## src/rtl/result_writeback_pkg.sv

```systemverilog
// Shared constants for the result write-back path: state encoding and default geometry.
package result_writeback_pkg;

  localparam int unsigned MAT_MUL_SIZE_DEF = 4;
  localparam int unsigned DWIDTH_DEF       = 8;
  localparam int unsigned AWIDTH_DEF       = 10;
  localparam int unsigned MASK_WIDTH_DEF   = MAT_MUL_SIZE_DEF;
  localparam int unsigned CWIDTH_DEF       = 8;

  localparam logic [1:0] S_IDLE   = 2'd0;
  localparam logic [1:0] S_LOAD   = 2'd1;
  localparam logic [1:0] S_ACTIVE = 2'd2;
  localparam logic [1:0] S_DONE   = 2'd3;

endpackage

```

## src/rtl/result_writeback_addr_gen.sv

```systemverilog
// Strided address generator: latches start/stride on load, advances by stride per accepted beat.
module result_writeback_addr_gen #(
  parameter int unsigned AWIDTH = 10
) (
  input  logic              clk,
  input  logic              reset,
  input  logic              load,
  input  logic              advance,
  input  logic [AWIDTH-1:0] start_addr,
  input  logic [AWIDTH-1:0] stride,
  output logic [AWIDTH-1:0] addr
);

  logic [AWIDTH-1:0] cur_addr;
  logic [AWIDTH-1:0] stride_q;

  // During load the start address is used directly so a beat in that cycle is not lost.
  always_comb begin
    addr = load ? start_addr : cur_addr;
  end

  // Latch run geometry on load; step by stride (wrapping modulo 2^AWIDTH) on each advance.
  always_ff @(posedge clk) begin
    if (reset) begin
      cur_addr <= '0;
      stride_q <= '0;
    end else if (load) begin
      stride_q <= stride;
      cur_addr <= advance ? start_addr + stride : start_addr;
    end else if (advance) begin
      cur_addr <= cur_addr + stride_q;
    end
  end

endmodule

```

## src/rtl/result_writeback.sv

```systemverilog
// Result write-back stage: writes row vectors into the result BRAM at strided addresses,
// counts them against a programmed total, and flags vectors arriving outside a run.
module result_writeback
  import result_writeback_pkg::*;
#(
  parameter int unsigned MAT_MUL_SIZE = MAT_MUL_SIZE_DEF,
  parameter int unsigned DWIDTH       = DWIDTH_DEF,
  parameter int unsigned AWIDTH       = AWIDTH_DEF,
  parameter int unsigned MASK_WIDTH   = MASK_WIDTH_DEF,
  parameter int unsigned CWIDTH       = CWIDTH_DEF
) (
  input  logic                           clk,
  input  logic                           reset,
  input  logic                           enable_writeback,
  input  logic [AWIDTH-1:0]              address_c,
  input  logic [AWIDTH-1:0]              address_stride_c,
  input  logic [CWIDTH-1:0]              num_vectors,
  input  logic                           in_data_available,
  input  logic [MAT_MUL_SIZE*DWIDTH-1:0] inp_data,
  input  logic [MASK_WIDTH-1:0]          validity_mask,
  output logic [AWIDTH-1:0]              bram_addr_c,
  output logic [MAT_MUL_SIZE*DWIDTH-1:0] bram_wdata_c,
  output logic [MASK_WIDTH-1:0]          bram_we_c,
  output logic                           done_writeback,
  output logic                           overrun_error
);

  logic [1:0]        state;
  logic [1:0]        state_next;
  logic              enable_d;
  logic              enable_rise;
  logic [CWIDTH-1:0] count;
  logic [CWIDTH-1:0] num_q;
  logic [CWIDTH-1:0] num_eff;
  logic [CWIDTH-1:0] count_inc;
  logic              is_load;
  logic              taking;
  logic              accept;
  logic              last;
  logic [AWIDTH-1:0] wr_addr;

  result_writeback_addr_gen #(
    .AWIDTH(AWIDTH)
  ) u_addr_gen (
    .clk       (clk),
    .reset     (reset),
    .load      (is_load),
    .advance   (accept),
    .start_addr(address_c),
    .stride    (address_stride_c),
    .addr      (wr_addr)
  );

  // LOAD takes data like ACTIVE, using the live run parameters since they latch on that edge.
  always_comb begin
    enable_rise = enable_writeback && !enable_d;
    is_load     = (state == S_LOAD);
    taking      = is_load || (state == S_ACTIVE);
    num_eff     = is_load ? num_vectors : num_q;
    count_inc   = (is_load ? '0 : count) + CWIDTH'(1);
    accept      = in_data_available && taking && (num_eff != '0);
    last        = accept && (count_inc == num_eff);
  end

  // Next-state selection; dropping enable always wins so an aborted run never reaches DONE.
  always_comb begin
    state_next = state;
    case (state)
      S_IDLE:   if (enable_rise) state_next = S_LOAD;
      S_LOAD: begin
        if (!enable_writeback)     state_next = S_IDLE;
        else if (num_vectors == '0) state_next = S_DONE;
        else if (last)             state_next = S_DONE;
        else                       state_next = S_ACTIVE;
      end
      S_ACTIVE: begin
        if (!enable_writeback) state_next = S_IDLE;
        else if (last)         state_next = S_DONE;
      end
      default:  if (!enable_writeback) state_next = S_IDLE;
    endcase
  end

  // State, enable edge history, run length latch and accepted-vector count.
  always_ff @(posedge clk) begin
    if (reset) begin
      state    <= S_IDLE;
      enable_d <= 1'b0;
      count    <= '0;
      num_q    <= '0;
    end else begin
      state    <= state_next;
      enable_d <= enable_writeback;
      if (is_load) begin
        num_q <= num_vectors;
        count <= accept ? CWIDTH'(1) : '0;
      end else if (accept) begin
        count <= count_inc;
      end
    end
  end

  // Registered BRAM write port: one-cycle latency, enables pulse only for accepted beats.
  always_ff @(posedge clk) begin
    if (reset) begin
      bram_we_c    <= '0;
      bram_addr_c  <= '0;
      bram_wdata_c <= '0;
    end else if (accept) begin
      bram_we_c    <= validity_mask;
      bram_addr_c  <= wr_addr;
      bram_wdata_c <= inp_data;
    end else begin
      bram_we_c    <= '0;
    end
  end

  // Sticky overrun: set by beats seen in IDLE/DONE, cleared when a new run loads.
  always_ff @(posedge clk) begin
    if (reset) begin
      overrun_error <= 1'b0;
    end else if (is_load) begin
      overrun_error <= 1'b0;
    end else if (in_data_available && (state == S_IDLE || state == S_DONE)) begin
      overrun_error <= 1'b1;
    end
  end

  // Done is a pure decode of the registered state.
  always_comb begin
    done_writeback = (state == S_DONE);
  end

endmodule

```

## config.mk

```make
export PLATFORM = sky130hd
export DESIGN_NAME = result_writeback
export DESIGN_NICKNAME = d
export VERILOG_FILES = /design/src/rtl/result_writeback_pkg.sv /design/src/rtl/result_writeback_addr_gen.sv /design/src/rtl/result_writeback.sv
export SDC_FILE = /design/constraint.sdc
export NUM_CORES = 1
export LEC_CHECK = 0
export CAP_MARGIN = 20
export CORE_MARGIN = 8
export CORE_UTILIZATION = 65
export CTS_CLUSTER_SIZE = 12
export DETAILED_ROUTE_END_ITERATION = 6
export DONT_BUFFER_PORTS = 1
export PLACE_DENSITY_LB_ADDON = 0.25
export SLEW_MARGIN = 5
export SYNTH_ARGS = -nofsm -noshare
export SYNTH_HDL_FRONTEND = slang
export SYNTH_SLANG_ARGS = --single-unit
```

## constraint.sdc

```tcl
create_clock -name clk -period 10.6 [get_ports clk]
set_clock_uncertainty 0.1 [all_clocks]
set_input_delay 1.06 -clock clk [delete_from_list [all_inputs] [get_ports clk]]
set_output_delay 1.06 -clock clk [all_outputs]
set_load 0.02 [all_outputs]
```

== Word level (Yosys, flattened, before mapping) ==
Index checks and enable logic that the tools add are counted.

* Bits of input ports: 68
* Output and inout port bits: 48
* Register bits after elaboration: 86
* Logic and storage cells: 53

* Reduce and logical (&&, ||, !) cells: 15
* Equality and inequality tests: 7
* Bitwise operators: 1
* Add/sub/neg operators: 3
* Multiplexer cells: 17

{| class="wikitable"
|+ Operators with widths
! kind !! number
|-
| two-way mux 10 bit || 4
|-
| two-way mux 8 bit || 4
|-
| adder 10 bit || 2
|-
| two-way mux 2 bit || 5
|-
| adder 8 x 1 -> 8 bit (second input constant) || 1
|-
| equality test 8 bit || 1
|-
| zero test 8 bit || 1
|-
| nonzero test 8 bit || 1
|-
| one-hot mux 2 bit (3 select lines) || 1
|-
| logical AND 1 bit || 5
|-
| equality test 2 bit (second input constant) || 2
|-
| != test 4 x 1 -> 1 bit (second input constant) || 1
|-
| OR reduction 2 bit || 2
|-
| two-way mux 1 bit || 3
|-
| != test 3 bit (second input constant) || 1
|-
| AND reduction 3 bit || 1
|-
| equality test 2 x 1 -> 1 bit (second input constant) || 1
|-
| zero test 2 bit || 1
|-
| logical OR 1 bit || 2
|-
| != test 2 bit (second input constant) || 1
|-
| nonzero test 2 bit || 1
|-
| zero test 1 bit || 1
|-
| inverter 1 bit || 1
|}

== Depth between registers and ports, before layout ==
* Depth in word-level cells: 9
* Mapped depth: 14

== Hierarchy ==
A second synthesis with hierarchy kept.

* Cells, all modules: 529
* Area total of the unflattened synthesis: 4508.1 µm²

{| class="wikitable"
|+ By module, submodules not included
! module !! instances !! sequential area each (µm²) !! area each (µm²) !! cells an instance
|-
| result_writeback || 1 || 1321.3 || 2737.6 || 338
|-
| result_writeback_addr_gen || 1 || 400.4 || 1770.4 || 191
|}

== Worst setup path after synthesis ==
OpenSTA, ideal clock, no wires.

* Kind: register -> register
* Start point: register state[1]
* End point: register state[1]
* Library setup time: 72 ps
* Cell stages (with the launch flop): 15
* Period minus slack after synthesis: 3416 ps
* Arrival: 3244 ps
* Path slack: 7184 ps
* Required time: 10428 ps
* Path through: dfxtp_1 inv_1 ha_1 buf_2 clkbuf_1 clkbuf_1 nor2b_1 ha_1 xnor2_1 xnor2_1 or4_1 a21oi_1 nand3_2 a31oi_4 mux2i_1

* Cells in the longest elaborated chain, start to end: 7
* Elaborated cells on any way between the ends: 17

{| class="wikitable"
|+ RTL lines
! element !! line !! RTL
|-
| from (decl) || result_writeback.sv:28 || <nowiki>logic [1:0] state;</nowiki>
|-
| from (signal assigned) || result_writeback.sv:92 || <nowiki>state <= state_next;</nowiki>
|-
| equality test 2 x 1 -> 1 bit / equality test 2 bit (equally long branches) || result_writeback.sv:57, result_writeback.sv:68, result_writeback.sv:58 ||
|-
| two-way mux 8 bit, or another cell as far along || result_writeback.sv:60 || <nowiki>count_inc = (is_load ? '0 : count) + CWIDTH'(1);</nowiki>
|-
| adder 8 x 1 -> 8 bit, or another cell as far along || result_writeback.sv:60 ||
|-
| equality test 8 bit / logical AND 1 bit (equally long branches) || result_writeback.sv:62, result_writeback.sv:61 ||
|-
| logical AND 1 bit || result_writeback.sv:62 || <nowiki>last = accept && (count_inc == num_eff);</nowiki>
|-
| != test 3 bit (no line) || -- ||
|-
| AND reduction 3 bit (no line) || -- ||
|}

Several ways; a longest one is shown, not always the timed one.
A chain may end at the register's enable or synchronous reset.

== Worst setup path in the final report ==
Same ends and word-level chain as after synthesis.

==> summary.md <==
| Metric | Value |
|---|---|
| Non-Filler Instances | 582 |
| Antenna cell count | 0 |
| Post-CTS Setup Repair Bufs | 0 |
| Cts hold-fix bufs | 0 |
| Routed via count | 3570 |
| Root Driver | clkbuf_8 |
| Number of max-cap violations | 0 |
| GRT Overall Usage | 0.2105 |
| Yosys warns | 0 |
| Grt total ovfl | 0 |
| Syn Inst Count | 512 |
| CTS max path bufs | 2 |
| Die width | 98.48 um |
| Worst hold path class | register to register |
| R2r startpoint | state[1] |
| Die height | 98.48 um |
| RSZ-0062 raised after global routing | false |
| Initial antenna violation count | 0 |
| CTS tree | built |
| Final WL | 10.30 mm |
| Worst-margin pin slew | 0.8275 ns |
| Storage cell area | 1722 sq um |
| Compound-gate portion of the synthesized area | 0.1684 |
| Worst reg-to-reg setup slack | 7.00 ns |
| M3 GR Usage | 0.05285 |
| CTS Sinks | 86 |
| Final hold vios | 0 |
| Post-CTS resize count | 0 |
| Area delta synth->final | 5.122% |
| Post-Syn Nets | 605 |
| Kind of critical path | register to register |
| FP Rows | 30 |
| Routability cong. | 0.8393 |
| Total Nets Final | 590 |
| CTS H-tree lvls | 3 |
| Worst skew pair latency | 0.36 ns |
| Largest family of logic cells by synthesized area | simple AND/OR/NAND/NOR gates |
| Main flop type after synthesis | dfxtp_1 |
| CP max FO | 58 |
| Core area | 6681 sq um |
| Post-synth EDFFs | 0 |
| Static leakage | 0.001711 uW |
| Initial core utilization | 0.6618 |
| Xor/xnor share of the synthesized area | 0.05942 |
| Met2 usage | 0.3564 |
| Power Dens Cells | 226.7 nW/um^2 |
| Post-synth ARST share | 0 |
| R2R cell count | 12 |
| Grt met1 use | 0.2506 |
| Minimum clock period | 3.598 ns |
| Worst Path Arrival | 3.79 ns |
| Synth top area share | 0.3894 |
| Vias/cell | 6.134 |
| Kind of cell adding the most delay to the critical path | simple AND/OR/NAND/NOR gates |
| Inst Count DP | 566 |
| Clock-pin slew of the registers on the worst-case setup and hold paths | 0.09 ns |
| Post-DP HPWL | 7.334 mm |
| DRC violations left | 0 |
| Crit. End Element | register |
| Synth Area in Adders | 0.07414 |
| CP required | 10.79 ns |
| Slowest cell on crit path | dfxtp_1 |
| Port bufs | 0 |
| Io pins | 116 |
| # fillers | 526 |
| Register area share after synthesis | 0.3894 |
| Finished Cell Area | 4648 sq um |
| #FFs+latches synth | 86 |
| Vias in the first global route | 3486 |
| Max Freq | 277.9 MHz |
| Status | finished clean |
| Hold depth | 2 |
| Crit-path cells | inv_1, ha_2, buf_4, nor2b_1, ha_1, nand3_2, or3_1, a311o_1, o31ai_4, nand3_2, a31oi_4, mux2i_1 |
| Mux contribution to synthesized area | 0.08546 |
| Syn Std Cell Area | 4422 sq um |
| DR iter-0 viols | 162 |
| Gr busiest metal | met2 |
| Hold Crit Start | count[1] |
| Post-DP Area | 4443 sq um |
| Final Util | 0.6957 |
| Post-synth cell types | 50 |
| Commonest non-fill, non-tap cell in the layout | dfxtp_1 |
| Total CTS buffers | 9 |
| Worst R2R End | state[1] |
| Final slew viol count | 0 |
| Crit path launch type | register |
| Worst path bufs/invs | 2 |
| Synth Area in Simple Gates | 0.1842 |
| Top area cells in the synthesized netlist | dfxtp_1 (39%), mux2i_1 (7.0%), nand2_1 (7.0%) |
| Layout cells sized above 1 | 0.06574 |
| Post-synth top area cell | dfxtp_1 |
| Slowest stage delay, CP | 0.40 ns |
| Most used cell, CP | nand3_2 |
| First-pass GRT wire length | 16.99 mm |
| Endpoints failing setup | 0 |
| Synthesized area per cell | 8.636 sq um |
| Most frequent cells in the layout | dfxtp_1 (86), nand2_1 (82), a21oi_1 (53) |
| Die area | 9698 sq um |
| Peak supply drop | 98.31 uV |
| Hold EP | count[1] |
| Multi-input gate area | 2542 sq um |
| Drt pass-1 iters | 4 |
| Rel. slew slack | 0.4484 |
| Maximum number of pins on one net before global-route repair | 82 |
| Setup TNS | 0 ns |
| Final ANT Viol Nets | 0 |
| Final Cycle Share | 0.3395 |
| Routed WL per cell | 17.70 um |
==> Yosys cell counts, drive strengths merged (12+ instances only) <==
cell and number:
buf 12, dfxtp 86, xor2 15, mux2i 31, nor2 45, ha 23, clkbuf 17, xnor2 15
inv 15, a211oi 20, nand2 82, a21oi 53
==> cells by family after synthesis <==
group,after synthesis
xor+xnor,30
fa+ha+maj,25
buf+inv,44
simple gates,180
mux,34
flops,86
compound gates,113
==> final cells by class <==
| type | count | area share |
|---|---|---|
| multi-input cells | 382 | 0.5470 |
| flip-flops and latches | 86 | 0.3704 |
| clock buffers | 9 | 0.02665 |
| well taps | 80 | 0.02153 |
| clock inverters | 7 | 0.01750 |
| inverters | 15 | 0.01211 |
| repair buffers | 3 | 0.004845 |
==> routing by layer <==
| metal | wire length, um | vias to the layer above |
|---|---|---|
| li1 | - | 1758 |
| met1 | 4335 | 1693 |
| met2 | 5085 | 103 |
| met3 | 700 | 16 |
| met4 | 179 | 0 |
| met5 | 0 | - |
==> flip-flops by register name (all words and copies together), names as in the netlist <==
register             cells
u_addr_gen.stride_q     10
bram_wdata_c            32
state                    2
enable_d                 1
bram_addr_c             10
num_q                    8
count                    8
overrun_error            1
u_addr_gen.cur_addr     10
bram_we_c                4
==> power by group <==
group	internal [uW]	switching (uW)
registers	383	83.7
logic	151	191
clock network	113	132
total	647	407
==> tightest hold or removal path, cell delays in order (launching register included) <==
cell     delay [ns]
dfxtp_1        0.34
nand2_1        0.06
a21oi_1        0.05
==> worst max-delay path by stage <==
stage                     endpoint  depth (start not counted)  slack, ns      from
after CTS                 state[1]                         12       7.05  state[1]
after detailed placement  state[1]                         12       7.07  state[1]
after global routing      state[1]                         12       6.73  state[1]
after floorplan           state[1]                         14       7.18  state[1]
final                     state[1]                         12       7.00  state[1]
after global placement    state[1]                         12       7.24  state[1]
==> through the flow <==
| stage | setup WS, ns | power, uW | hold slack (ns) |
|---|---|---|---|
| 5_1_grt | 6.726 | 1117 | 0.4160 |
| 2_1_floorplan | 7.184 | 751.3 | 0.3542 |
| 4_1_cts | 7.050 | 1055 | 0.3901 |
| 3_3_place_gp | 7.244 | 798.2 | 0.3767 |
| 6_report | 7.002 | 1054 | 0.3913 |
| 3_5_place_dp | 7.070 | 814.0 | 0.3768 |
(Power assumes the default switching activity.)
